### config.mk
export PLATFORM = sky130hd
export DESIGN_NAME = keypad_scan
export DESIGN_NICKNAME = d
export VERILOG_FILES = /design/src/rtl/keypad_scan.sv
export SDC_FILE = /design/constraint.sdc
export NUM_CORES = 1
export LEC_CHECK = 0
export ABC_AREA = 1
export BUFFER_PORTS_ARGS = -buffer_cell sky130_fd_sc_hd__buf_4
export CAP_MARGIN = 25
export CORE_AREA = 10 10 111 113
export CTS_CLUSTER_SIZE = 12
export DETAILED_ROUTE_END_ITERATION = 7
export DIE_AREA = 0 0 121 123
export PLACE_DENSITY = 0.54
export RECOVER_POWER = 25
export SETUP_SLACK_MARGIN = 0.2
export SYNTH_ARGS = -nofsm -noshare
export SYNTH_HDL_FRONTEND = slang
export SYNTH_SLANG_ARGS = --single-unit
### constraint.sdc
create_clock -name clk -period 2.1 [get_ports clk]
set_input_delay 0.21 -clock clk [delete_from_list [all_inputs] [get_ports clk]]
set_output_delay 0.21 -clock clk [all_outputs]
set_load 0.005 [all_outputs]
### src/rtl/keypad_scan.sv
// keypad_scan: scans a 4x4 matrix keypad one column at a time, debounces the
// per-scan result and reports each newly accepted key press exactly once.
// Accepted digits are shifted into a 32-bit history, newest digit in [3:0].
module keypad_scan #(
  parameter int SCAN_DIV       = 16384,
  parameter int DEBOUNCE_SCANS = 4
) (
  input  logic        clk,
  input  logic        rstn,
  input  logic [3:0]  i_row,
  output logic [3:0]  o_col,
  output logic [3:0]  o_key,
  output logic        o_key_valid,
  output logic        o_key_held,
  output logic [31:0] o_data
);

  localparam int SLOT_W = (SCAN_DIV > 1) ? $clog2(SCAN_DIV) : 1;
  localparam int STAB_W = $clog2(DEBOUNCE_SCANS + 1);
  localparam logic [SLOT_W-1:0] SLOT_LAST = SLOT_W'(SCAN_DIV - 1);
  localparam logic [STAB_W-1:0] STAB_MAX  = STAB_W'(DEBOUNCE_SCANS);

  typedef enum logic [0:0] {
    ST_IDLE    = 1'b0,
    ST_PRESSED = 1'b1
  } state_t;

  // Active-low one-hot column drive for column index c.
  function automatic logic [3:0] col_drive(input logic [1:0] c);
    logic [3:0] drv;
    case (c)
      2'd0:    drv = 4'b1110;
      2'd1:    drv = 4'b1101;
      2'd2:    drv = 4'b1011;
      2'd3:    drv = 4'b0111;
      default: drv = 4'b1111;
    endcase
    return drv;
  endfunction

  // Lowest row pulled low: {found, row[1:0]}; lowest row gives lowest code in a column.
  function automatic logic [2:0] lowest_low_row(input logic [3:0] rows);
    logic [2:0] res;
    casez (rows)
      4'b???0: res = 3'b100;
      4'b??01: res = 3'b101;
      4'b?011: res = 3'b110;
      4'b0111: res = 3'b111;
      default: res = 3'b000;
    endcase
    return res;
  endfunction

  // Row synchronizer
  logic [3:0]        row_meta_r;
  logic [3:0]        row_sync_r;

  // Column scan
  logic [SLOT_W-1:0] slot_cnt_r;
  logic [1:0]        col_idx_r;
  logic [3:0]        col_r;
  logic              slot_last_s;
  logic              scan_end_s;

  // Candidate and debounce
  logic              acc_found_r;
  logic [3:0]        acc_code_r;
  logic              prev_found_r;
  logic [3:0]        prev_code_r;
  logic [STAB_W-1:0] stab_cnt_r;
  logic              eval_r;
  logic [2:0]        row_hit_s;
  logic              col_hit_s;
  logic [3:0]        col_code_s;
  logic              merge_found_s;
  logic [3:0]        merge_code_s;
  logic              same_s;
  logic [STAB_W-1:0] stab_nxt_s;
  logic              stable_s;

  // FSM and outputs
  state_t            state_r;
  state_t            state_nxt_s;
  logic [3:0]        key_r;
  logic [3:0]        key_nxt_s;
  logic              valid_r;
  logic              valid_nxt_s;
  logic              held_r;
  logic              held_nxt_s;
  logic [31:0]       data_r;
  logic [31:0]       data_nxt_s;

  assign slot_last_s = (slot_cnt_r == SLOT_LAST);
  assign scan_end_s  = slot_last_s && (col_idx_r == 2'd3);
  assign row_hit_s   = lowest_low_row(row_sync_r);
  assign col_hit_s   = row_hit_s[2];
  assign col_code_s  = {row_hit_s[1:0], col_idx_r};
  assign stable_s    = eval_r && (stab_cnt_r == STAB_MAX);

  // Two-flop synchronizer for the asynchronous row inputs; reset to "no key".
  always_ff @(posedge clk) begin
    if (!rstn) begin
      row_meta_r <= 4'hF;
      row_sync_r <= 4'hF;
    end else begin
      row_meta_r <= i_row;
      row_sync_r <= row_meta_r;
    end
  end

  // Slot counter, column index and registered column drive.
  always_ff @(posedge clk) begin
    if (!rstn) begin
      slot_cnt_r <= '0;
      col_idx_r  <= 2'd0;
      col_r      <= 4'b1110;
    end else if (slot_last_s) begin
      slot_cnt_r <= '0;
      col_idx_r  <= col_idx_r + 2'd1;
      col_r      <= col_drive(col_idx_r + 2'd1);
    end else begin
      slot_cnt_r <= slot_cnt_r + SLOT_W'(1);
    end
  end

  // Merge this column's sample into the running lowest-code candidate.
  always_comb begin
    merge_found_s = acc_found_r;
    merge_code_s  = acc_code_r;
    if (col_hit_s && (!acc_found_r || (col_code_s < acc_code_r))) begin
      merge_found_s = 1'b1;
      merge_code_s  = col_code_s;
    end else begin
      merge_found_s = acc_found_r;
      merge_code_s  = acc_code_r;
    end
  end

  // Stability counter update: count up on a repeated candidate, restart at 1 otherwise.
  always_comb begin
    same_s     = (merge_found_s == prev_found_r) && (merge_code_s == prev_code_r);
    stab_nxt_s = STAB_W'(1);
    if (same_s) begin
      if (stab_cnt_r == STAB_MAX) begin
        stab_nxt_s = STAB_MAX;
      end else begin
        stab_nxt_s = stab_cnt_r + STAB_W'(1);
      end
    end else begin
      stab_nxt_s = STAB_W'(1);
    end
  end

  // Per-scan candidate accumulation and end-of-scan debounce registers.
  always_ff @(posedge clk) begin
    if (!rstn) begin
      acc_found_r  <= 1'b0;
      acc_code_r   <= 4'd0;
      prev_found_r <= 1'b0;
      prev_code_r  <= 4'd0;
      stab_cnt_r   <= '0;
      eval_r       <= 1'b0;
    end else begin
      eval_r <= scan_end_s;
      if (scan_end_s) begin
        acc_found_r  <= 1'b0;
        acc_code_r   <= 4'd0;
        prev_found_r <= merge_found_s;
        prev_code_r  <= merge_code_s;
        stab_cnt_r   <= stab_nxt_s;
      end else if (slot_last_s) begin
        acc_found_r <= merge_found_s;
        acc_code_r  <= merge_code_s;
      end
    end
  end

  // Press/release FSM next state and next output values.
  always_comb begin
    state_nxt_s = state_r;
    key_nxt_s   = key_r;
    valid_nxt_s = 1'b0;
    held_nxt_s  = held_r;
    data_nxt_s  = data_r;
    case (state_r)
      ST_IDLE: begin
        if (stable_s && prev_found_r) begin
          state_nxt_s = ST_PRESSED;
          valid_nxt_s = 1'b1;
          key_nxt_s   = prev_code_r;
          held_nxt_s  = 1'b1;
          data_nxt_s  = {data_r[27:0], prev_code_r};
        end else begin
          state_nxt_s = ST_IDLE;
        end
      end
      ST_PRESSED: begin
        // A stable different code (roll-over) is ignored until a full release.
        if (stable_s && !prev_found_r) begin
          state_nxt_s = ST_IDLE;
          held_nxt_s  = 1'b0;
        end else begin
          state_nxt_s = ST_PRESSED;
        end
      end
      default: begin
        state_nxt_s = ST_IDLE;
        held_nxt_s  = 1'b0;
      end
    endcase
  end

  // FSM state and registered key outputs.
  always_ff @(posedge clk) begin
    if (!rstn) begin
      state_r <= ST_IDLE;
      key_r   <= 4'd0;
      valid_r <= 1'b0;
      held_r  <= 1'b0;
      data_r  <= 32'd0;
    end else begin
      state_r <= state_nxt_s;
      key_r   <= key_nxt_s;
      valid_r <= valid_nxt_s;
      held_r  <= held_nxt_s;
      data_r  <= data_nxt_s;
    end
  end

  assign o_col       = col_r;
  assign o_key       = key_r;
  assign o_key_valid = valid_r;
  assign o_key_held  = held_r;
  assign o_data      = data_r;

endmodule

==> results summary, run 1 <==
After detailed routing, the number of vias per cell comes to 4.54. For this design, the CTS-stage hold fixing added 0 buffers. The first detailed-routing pass ran for 4 iterations.

Between clock sinks in the finished design, the worst skew comes to 11.9 ps. The maximum frequency from static timing analysis came out at 0.478 GHz. By startpoint and endpoint, the worst setup path is classified as register to register.

The detail route stage leaves a number of antenna-violating nets equal to 0. The switching power total is 0.745 mW. The switching part of the total power came out at 27.0%.

The count of pins over their slew limit is 0. The fraction of layout cells with a size suffix above 1 is 30.7%. The portion of the clock cycle consumed by the worst path in the final layout is 99.5%. Synthesis inferred 77 register bits. The final total negative setup slack is 0 ps. The worst hold path was traced through 2 stages. Counting instances in the post-synthesis netlist gives the leading cell types as sky130_fd_sc_hd__dfxtp_1, sky130_fd_sc_hd__nor2_1, sky130_fd_sc_hd__nand2_1. The maximum number of pins on one net before global-route repair is 38. Setup repair after global routing could not meet its margin everywhere. The minimum period implied by the final worst setup slack is 2090 ps. The post-layout net count came out at 477.

The power density normalized to cell area came out at 671 nW/um^2. The slowest stage of the critical path belongs to the cell sky130_fd_sc_hd__dfxtp_2. Summing every instance area after synthesis gives 3170 sq um.

Across all layers, the routed design uses 2732 vias. The maximum clock path buffer count came out at 2. The highest cell delay on the worst timing path is 370 ps. TritonCTS built the clock tree.

The average wire length per cell after detail routing is 13.3 um. The width of the die is 121 um. The number of ports placed on the die boundary came out at 48. In this run the number of H-tree levels came out at 3. The number of buffers created by CTS is 9. The max-cap check violation count came out at 0. The worst setup path is captured at a register. Among all flip-flop cells after synthesis, the most frequent one is sky130_fd_sc_hd__dfxtp_1. The setup violation total in the final timing report is 0. The largest total area in the synthesized netlist belongs to sky130_fd_sc_hd__dfxtp_1. Summed over its instances, the top area cell type makes up 48.6% of the synthesized netlist area. The number of cell rows came out at 37. The number of buffers inserted by port buffering came out at 47. The final weighted congestion in routability-driven placement came out at 0.901. The area of the core is 10100 sq um. Data on the critical path arrives at its endpoint at 2350 ps. The leftover overflow at the end of global routing came out at 0.

The area after detailed placement came out at 3660 sq um. The worst slew slack as a fraction of its limit came out at 65.8%. For this block, the routed nets add up to 8.01 mm of wire. The antenna cell count is 0.

The via count of the first global-routing pass was 2610. Of the synthesized area, sequential elements account for 48.6%. The run finished with clean final reports. The sequential fraction of design power is 53.7%. The synthesis-to-finish area growth is 29.5%. The depth of the most critical reg-to-reg path is 19.

At the pin with the least slew margin, the transition time is 513 ps. The internal power came out at 2.01 mW. The initial DRC count is 168. For this run, design rule violations remaining after detail routing come to 0.

The static leakage came out at 1.89 nW. The global-route wire length before repair came out at 13.0 mm. The y dimension of the die came out at 123 um. The clock transition at the registers of the reported paths came out at 90 ps. The number of standard cells after synthesis came out at 394. The sort of element at the start of the critical path is a register.

CTS placed an instance of sky130_fd_sc_hd__clkbuf_8 at the clock tree root. The initial antenna violation count came to 0. The async set-reset flop share out of synthesis came out at 0%. The number of synthesized flops with an enable pin came out at 0. The clock share of power came out at 39.5%. The yosys synthesis warning count is 0. The signal on the critical path passes through inv_2, o21ai_1, nand2_1, inv_2, ha_4, nand2_2, inv_2, nand2_2, nand2_2, nand2_4, nand2_4, nand2_1, nand2_2, nand2_1, nand2_1, inv_1, nand3_2, nor2_1, nor2_1. The combinational cell fraction of total power is 6.7%. In the global route stage, overall resource usage came out at 10.8%. Once layout is done, the placed cells without fillers occupy 4110 sq um. The mean post-synth cell area came out at 8.05 sq um. Once the floorplan was initialized, standard cells occupied 31.3% of the core. The class of the most critical hold timing path is input pin to register. The hold violation count in the final report was 0.

In the post-synthesis netlist, the biggest area contributors are sky130_fd_sc_hd__dfxtp_1, sky130_fd_sc_hd__nor2_1, sky130_fd_sc_hd__o21ai_0. The sum of net half-perimeters after detailed placement is 5.19 mm. The required time of the critical path is 2360 ps. The synthesized net count is 410. Along the worst path, the maximum fanout reaches 7. The worst voltage drop across the vdd grid came out at 0.000244 V. The sink count of the clock tree came out at 77. The count of cell types in the netlist is 38. The worst-skew pair later-pin latency came out at 370 ps. The floorplan die area came out at 14900 sq um.
sequential cells by signal (all words and copies together) (netlist names), 2 cells and up, named ones only:
| name | cells |
|---|---|
| o_data | 29 |
| slot_cnt_r | 14 |
| acc_code_r | 4 |
| o_col | 4 |
| prev_code_r | 4 |
| row_meta_r | 4 |
| row_sync_r | 4 |
| o_key | 3 |
| stab_cnt_r | 3 |
| col_idx_r | 2 |
cell usage in the layout (no fill, tap or decap), types with 8 or more instances in the layout:
cell type                   n
sky130_fd_sc_hd__nor2_1    77
sky130_fd_sc_hd__dfxtp_1   71
sky130_fd_sc_hd__buf_4     46
sky130_fd_sc_hd__o21ai_0   40
sky130_fd_sc_hd__nand2_1   36
sky130_fd_sc_hd__inv_1     30
sky130_fd_sc_hd__a21oi_1   17
sky130_fd_sc_hd__clkbuf_4  15
sky130_fd_sc_hd__nand3_1   10
sky130_fd_sc_hd__o21ai_1    9
sky130_fd_sc_hd__or2_2      9
sky130_fd_sc_hd__clkbuf_8   9
sky130_fd_sc_hd__nand2_2    8
sky130_fd_sc_hd__ha_1       8
sky130_fd_sc_hd__clkbuf_1   8
metrics by stage:
stage | util (%) | instances | hold WS (ps) | power [mW] | worst slack [ps]
2_1_floorplan | - | 394 | 317 | 1.59 | 213
3_3_place_gp | 36.1 | 566 | 400 | 1.62 | 62.0
3_5_place_dp | 36.1 | 566 | 400 | 1.62 | -11.7
4_1_cts | 40.0 | 600 | 14.1 | 2.76 | 78.7
5_1_grt | 40.5 | 602 | 11.6 | 2.87 | -134
6_report | 40.5 | 602 | 24.7 | 2.76 | 9.93
final cells by class:
| class | count | area [sq um] |
|---|---|---|
| clock buffers | 9 | 124 |
| clock inverters | 7 | 63.8 |
| fillers | 1021 | 6030 |
| inverters | 38 | 145 |
| multi-input cells | 262 | 1520 |
| flip-flops and latches | 77 | 1550 |
| well taps | 136 | 170 |
| repair buffers | 73 | 533 |
what timing repair did:
action | CTS | global route
buffers inserted | 18 | 2
gates resized for setup | 21 | 22
gates cloned | 0 | 0
setup endpoints to repair | 3 | 13
pin swaps | 12 | 12
hold endpoints to repair | 0 | 0
worst max-delay path, delay by kind of cell, from the launching register on:
family / cells / cell delay (ps)
and+or+nand+nor: 13 / 1040
buffers and inverters: 4 / 240
AOI/OAI and AO/OA: 1 / 110
adders and majority gates: 1 / 200
DFF: 1 / 370
layer usage:
metal  global-route usage (%)  routed length [um]  up-vias
met1                     13.0                3610     1245
met5                        0                   0        -
met4                     6.26                 229        0
met3                     2.46                 380       19
li1                         -                   -     1403
met2                     17.5                3790       65
power by group through the flow:
stage               Combinational, mW  Sequential [mW]  Clock (mW)
floorplan                      0.0813             1.51           0
global placement                0.108             1.51           0
detailed placement              0.109             1.51           0
CTS                             0.160             1.48        1.12
global route                    0.203             1.48        1.18
finish                          0.185             1.48        1.09
final timing paths:
path	startpoint	slack (ps)	end
setup / recovery	row_sync_r[2]	10	stab_cnt_r[0]
hold / removal	i_row[3]	20	row_meta_r[3]
setup reg to reg	row_sync_r[2]	10	stab_cnt_r[0]
hold reg to reg	row_meta_r[2]	420	row_sync_r[2]
logic make-up after synthesis:
logic type                 share of synthesized area, %
and+or+nand+nor                                    26.8
DFF                                                48.6
AOI/OAI and AO/OA                                  12.1
buffers and inverters                              7.18
adders and majority gates                          3.94
xor gates and xnor gates                           1.38
No activity file was read; power rests on OpenSTA's default activity.
==> run 2, diff against run 1 <==
==> constraint.sdc (replaced) <==
create_clock -name clk -period 2.25 [get_ports clk]
set_input_delay 0.225 -clock clk [delete_from_list [all_inputs] [get_ports clk]]
set_output_delay 0.225 -clock clk [all_outputs]
set_load 0.005 [all_outputs]
==> results summary, run 2 (synthesis results as in run 1) <==
The worst-skew pair later-pin latency came to 360 ps (was 370 ps). The cell at the root of the clock tree is sky130_fd_sc_hd__clkbuf_8 (unchanged). The number of buffers inserted by port buffering came out at 47 (unchanged). The origin of the worst min-delay path is i_row[2] (was i_row[3]).

The clock share of power came out at 39.4% (was 39.5%). The area of all placed cells without fillers came to 3940 sq um (was 4110 sq um). RSZ-0062 raised after global routing: true (unchanged). The combinational cell fraction of total power came to 5.0% (was 6.7%). The final total negative setup slack is 0 ps (unchanged). The initial DRC count is 184 (was 168).

Result of the run: finished, final reports clean (unchanged). The number of ports placed on the die boundary is 48 (unchanged). The routed via count divided by cell count came out at 4.45 (was 4.54). The H-tree level count came to 3 (unchanged). The sort of element at the start of the critical path was a register (unchanged). The maximum number of pins on one net before global-route repair is 38 (unchanged). The total placed cells including tap cells is 565 (was 566).

The beginning of the worst register-to-register path is row_sync_r[2] (unchanged). The number of antenna-violating nets in the routed design is 0 (unchanged). The floorplan die area is 14900 sq um (unchanged).

The worst slew slack as a fraction of its limit was 74.7% (was 65.8%). The number of cell rows came to 37 (unchanged). The number of cells traversed by the worst hold path came out at 2 (unchanged).

The sink count of the clock tree is 77 (unchanged). The worst-case hold path end point is row_meta_r[2] (was row_meta_r[3]). The footprint of the flip-flops and latches is 1550 sq um (about the same). The utilization of the core after routing came out at 38.9% (was 40.5%). The post-layout net count is 467 (was 477). Leading cell types in the layout, fill and taps excluded: sky130_fd_sc_hd__nor2_1, sky130_fd_sc_hd__dfxtp_1, sky130_fd_sc_hd__o21ai_0 (was sky130_fd_sc_hd__nor2_1, sky130_fd_sc_hd__dfxtp_1, sky130_fd_sc_hd__buf_4). The average wire length per cell after detail routing came out at 12.5 um (was 13.3 um). The most frequent standard cell in the layout excluding fill and tap cells was sky130_fd_sc_hd__nor2_1 (unchanged).

The power density normalized to cell area came out at 630 nW/um^2 (was 671 nW/um^2). The total global routing track utilization is 10.1% (was 10.8%). The initial cell density of the core is 31.3% (unchanged). The global-route wire length before repair is 12.3 mm (was 13.0 mm). The depth of the most critical reg-to-reg path came out at 18 (was 19). The sequential fraction of design power came to 55.6% (was 53.7%). The width of the die is 121 um (unchanged).

The setup violation total in the final timing report is 0 (unchanged). The fraction of layout cells with a size suffix above 1 came out at 27.0% (was 30.7%). The final worst clock skew is 10.3 ps (was 11.9 ps). The initial antenna violation count came out at 0 (unchanged). The pre-CTS worst setup slack is 134 ps (was -11.7 ps).

The overall via count from detail_route is 2637 (was 2732). The worst hold slack is 48.6 ps (was 24.7 ps). The maximum clock path buffer count came out at 2 (unchanged). The portion of the clock cycle consumed by the worst path in the final layout is 88.2% (was 99.5%). The area after detailed placement came to 3650 sq um (was 3660 sq um). The maximum frequency from static timing analysis is 0.504 GHz (was 0.478 GHz). The class of the most critical hold timing path is input pin to register (unchanged). The switching power total is 0.645 mW (was 0.745 mW). The area taken by multi-input logic gates came to 1450 sq um (was 1520 sq um). The required time of the critical path is 2500 ps (was 2360 ps). The internal power is 1.84 mW (was 2.01 mW). The clock transition at the registers of the reported paths came out at 80 ps (was 90 ps). The max-cap check violation count is 0 (unchanged). The via count of the first global-routing pass is 2542 (was 2610).

The leftover overflow at the end of global routing is 0 (unchanged). The overall power after layout is 2.48 mW (was 2.76 mW). The minimum setup slack in the final design is 264 ps (was 9.93 ps). The hold violation count in the final report is 0 (unchanged).

The final weighted congestion in routability-driven placement was 0.891 (was 0.901). The kind of critical path is register to register (unchanged). The DRC violation count after routing is 0 (unchanged). The CTS tree is built (unchanged). The arrival time of the worst setup path was 2240 ps (was 2350 ps).

The number of flip-flops under the largest register name came out at 29 (unchanged). The synthesis-to-finish area growth came to 24.3% (was 29.5%). The switching part of the total power was 26.0% (was 27.0%).

The number of filler cells placed in the layout is 1061 (was 1021). The setup slack of the worst register-to-register path was 260 ps (was 10 ps). The count of pins over their slew limit is 0 (unchanged). The number of buffers created by CTS came out at 9 (unchanged).

The nature of the critical path endpoint is a register (unchanged). The static leakage came out at 1.82 nW (was 1.89 nW). The sum of net half-perimeters after detailed placement came to 5.17 mm (was 5.19 mm).

The area of the core is 10100 sq um (unchanged). The minimum period implied by the final worst setup slack is 1990 ps (was 2090 ps). The sum of routed wire length over all layers was 7.37 mm (was 8.01 mm). The worst voltage drop across the vdd grid is 0.000325 V (was 0.000244 V).

The destination of the worst register-to-register timing path was stab_cnt_r[0] (unchanged). The highest net fanout along the worst path came out at 7 (unchanged). The number of cells in the finished layout apart from fillers came out at 592 (was 602).

The number of optimization iterations in the first detailed-route pass came out at 4 (unchanged). The antenna cell count is 0 (unchanged). The count of hold buffers inserted by post-cts repair is 0 (unchanged). The y dimension of the die was 123 um (unchanged). The actual slew at the worst max-slew pin came out at 378 ps (was 513 ps).
run 2: worst max-delay path by stage:
stage / start / end / slack [ps] / cells after the start
floorplan: row_sync_r[2] / stab_cnt_r[0] / 360 / 19
global placement: row_sync_r[2] / stab_cnt_r[0] / 210 / 19
detailed placement: row_sync_r[2] / stab_cnt_r[0] / 130 / 19
CTS: row_sync_r[3] / stab_cnt_r[0] / 200 / 17
global route: row_sync_r[2] / stab_cnt_r[0] / 80 / 19
finish: row_sync_r[2] / stab_cnt_r[0] / 260 / 18
run 2: power by group through the flow:
stage                     Clock, mW  Combinational [mW]  Sequential, mW
final                         0.979               0.125            1.38
after global routing           1.07               0.140            1.38
after CTS                      1.02               0.109            1.38
after detailed placement          0               0.102            1.41
after global placement            0               0.100            1.41
after floorplan                   0              0.0758            1.41
run 2: final cells by class:
class | instances | share of cell area, %
repair buffers | 63 | 11.3
inverters | 38 | 3.68
well taps | 136 | 4.31
flip-flops and latches | 77 | 39.2
multi-input cells | 262 | 36.8
clock inverters | 7 | 1.46
clock buffers | 9 | 3.14
run 2: what timing repair did:
item                                    CTS  global route
gates resized for setup                   8            14
setup buffers                             3             8
pin swaps                                 4            12
endpoints found under the setup margin    3            18
run 2: layer usage:
metal | up-vias | track usage [%] | wire length (um)
li1 | 1389 | - | -
met1 | 1201 | 12.0 | 3400
met2 | 35 | 16.1 | 3490
met3 | 12 | 3.60 | 350
met4 | 0 | 4.75 | 140
met5 | - | 0 | 0
run 2: critical path, cell delays in order, from the launching register on:
cell	delay, ps
sky130_fd_sc_hd__dfxtp_2	360
sky130_fd_sc_hd__inv_2	30
sky130_fd_sc_hd__o21ai_1	110
sky130_fd_sc_hd__nand2_1	90
sky130_fd_sc_hd__inv_2	80
sky130_fd_sc_hd__ha_4	190
sky130_fd_sc_hd__nand2_2	60
sky130_fd_sc_hd__inv_2	30
sky130_fd_sc_hd__nand2_2	50
sky130_fd_sc_hd__nand2_2	60
sky130_fd_sc_hd__nand2_4	100
sky130_fd_sc_hd__buf_4	110
sky130_fd_sc_hd__nand3_1	60
sky130_fd_sc_hd__nand3_1	100
sky130_fd_sc_hd__nand2_1	70
sky130_fd_sc_hd__nor2_1	120
sky130_fd_sc_hd__nand3_2	120
sky130_fd_sc_hd__nor2_2	90
sky130_fd_sc_hd__nor2_1	40
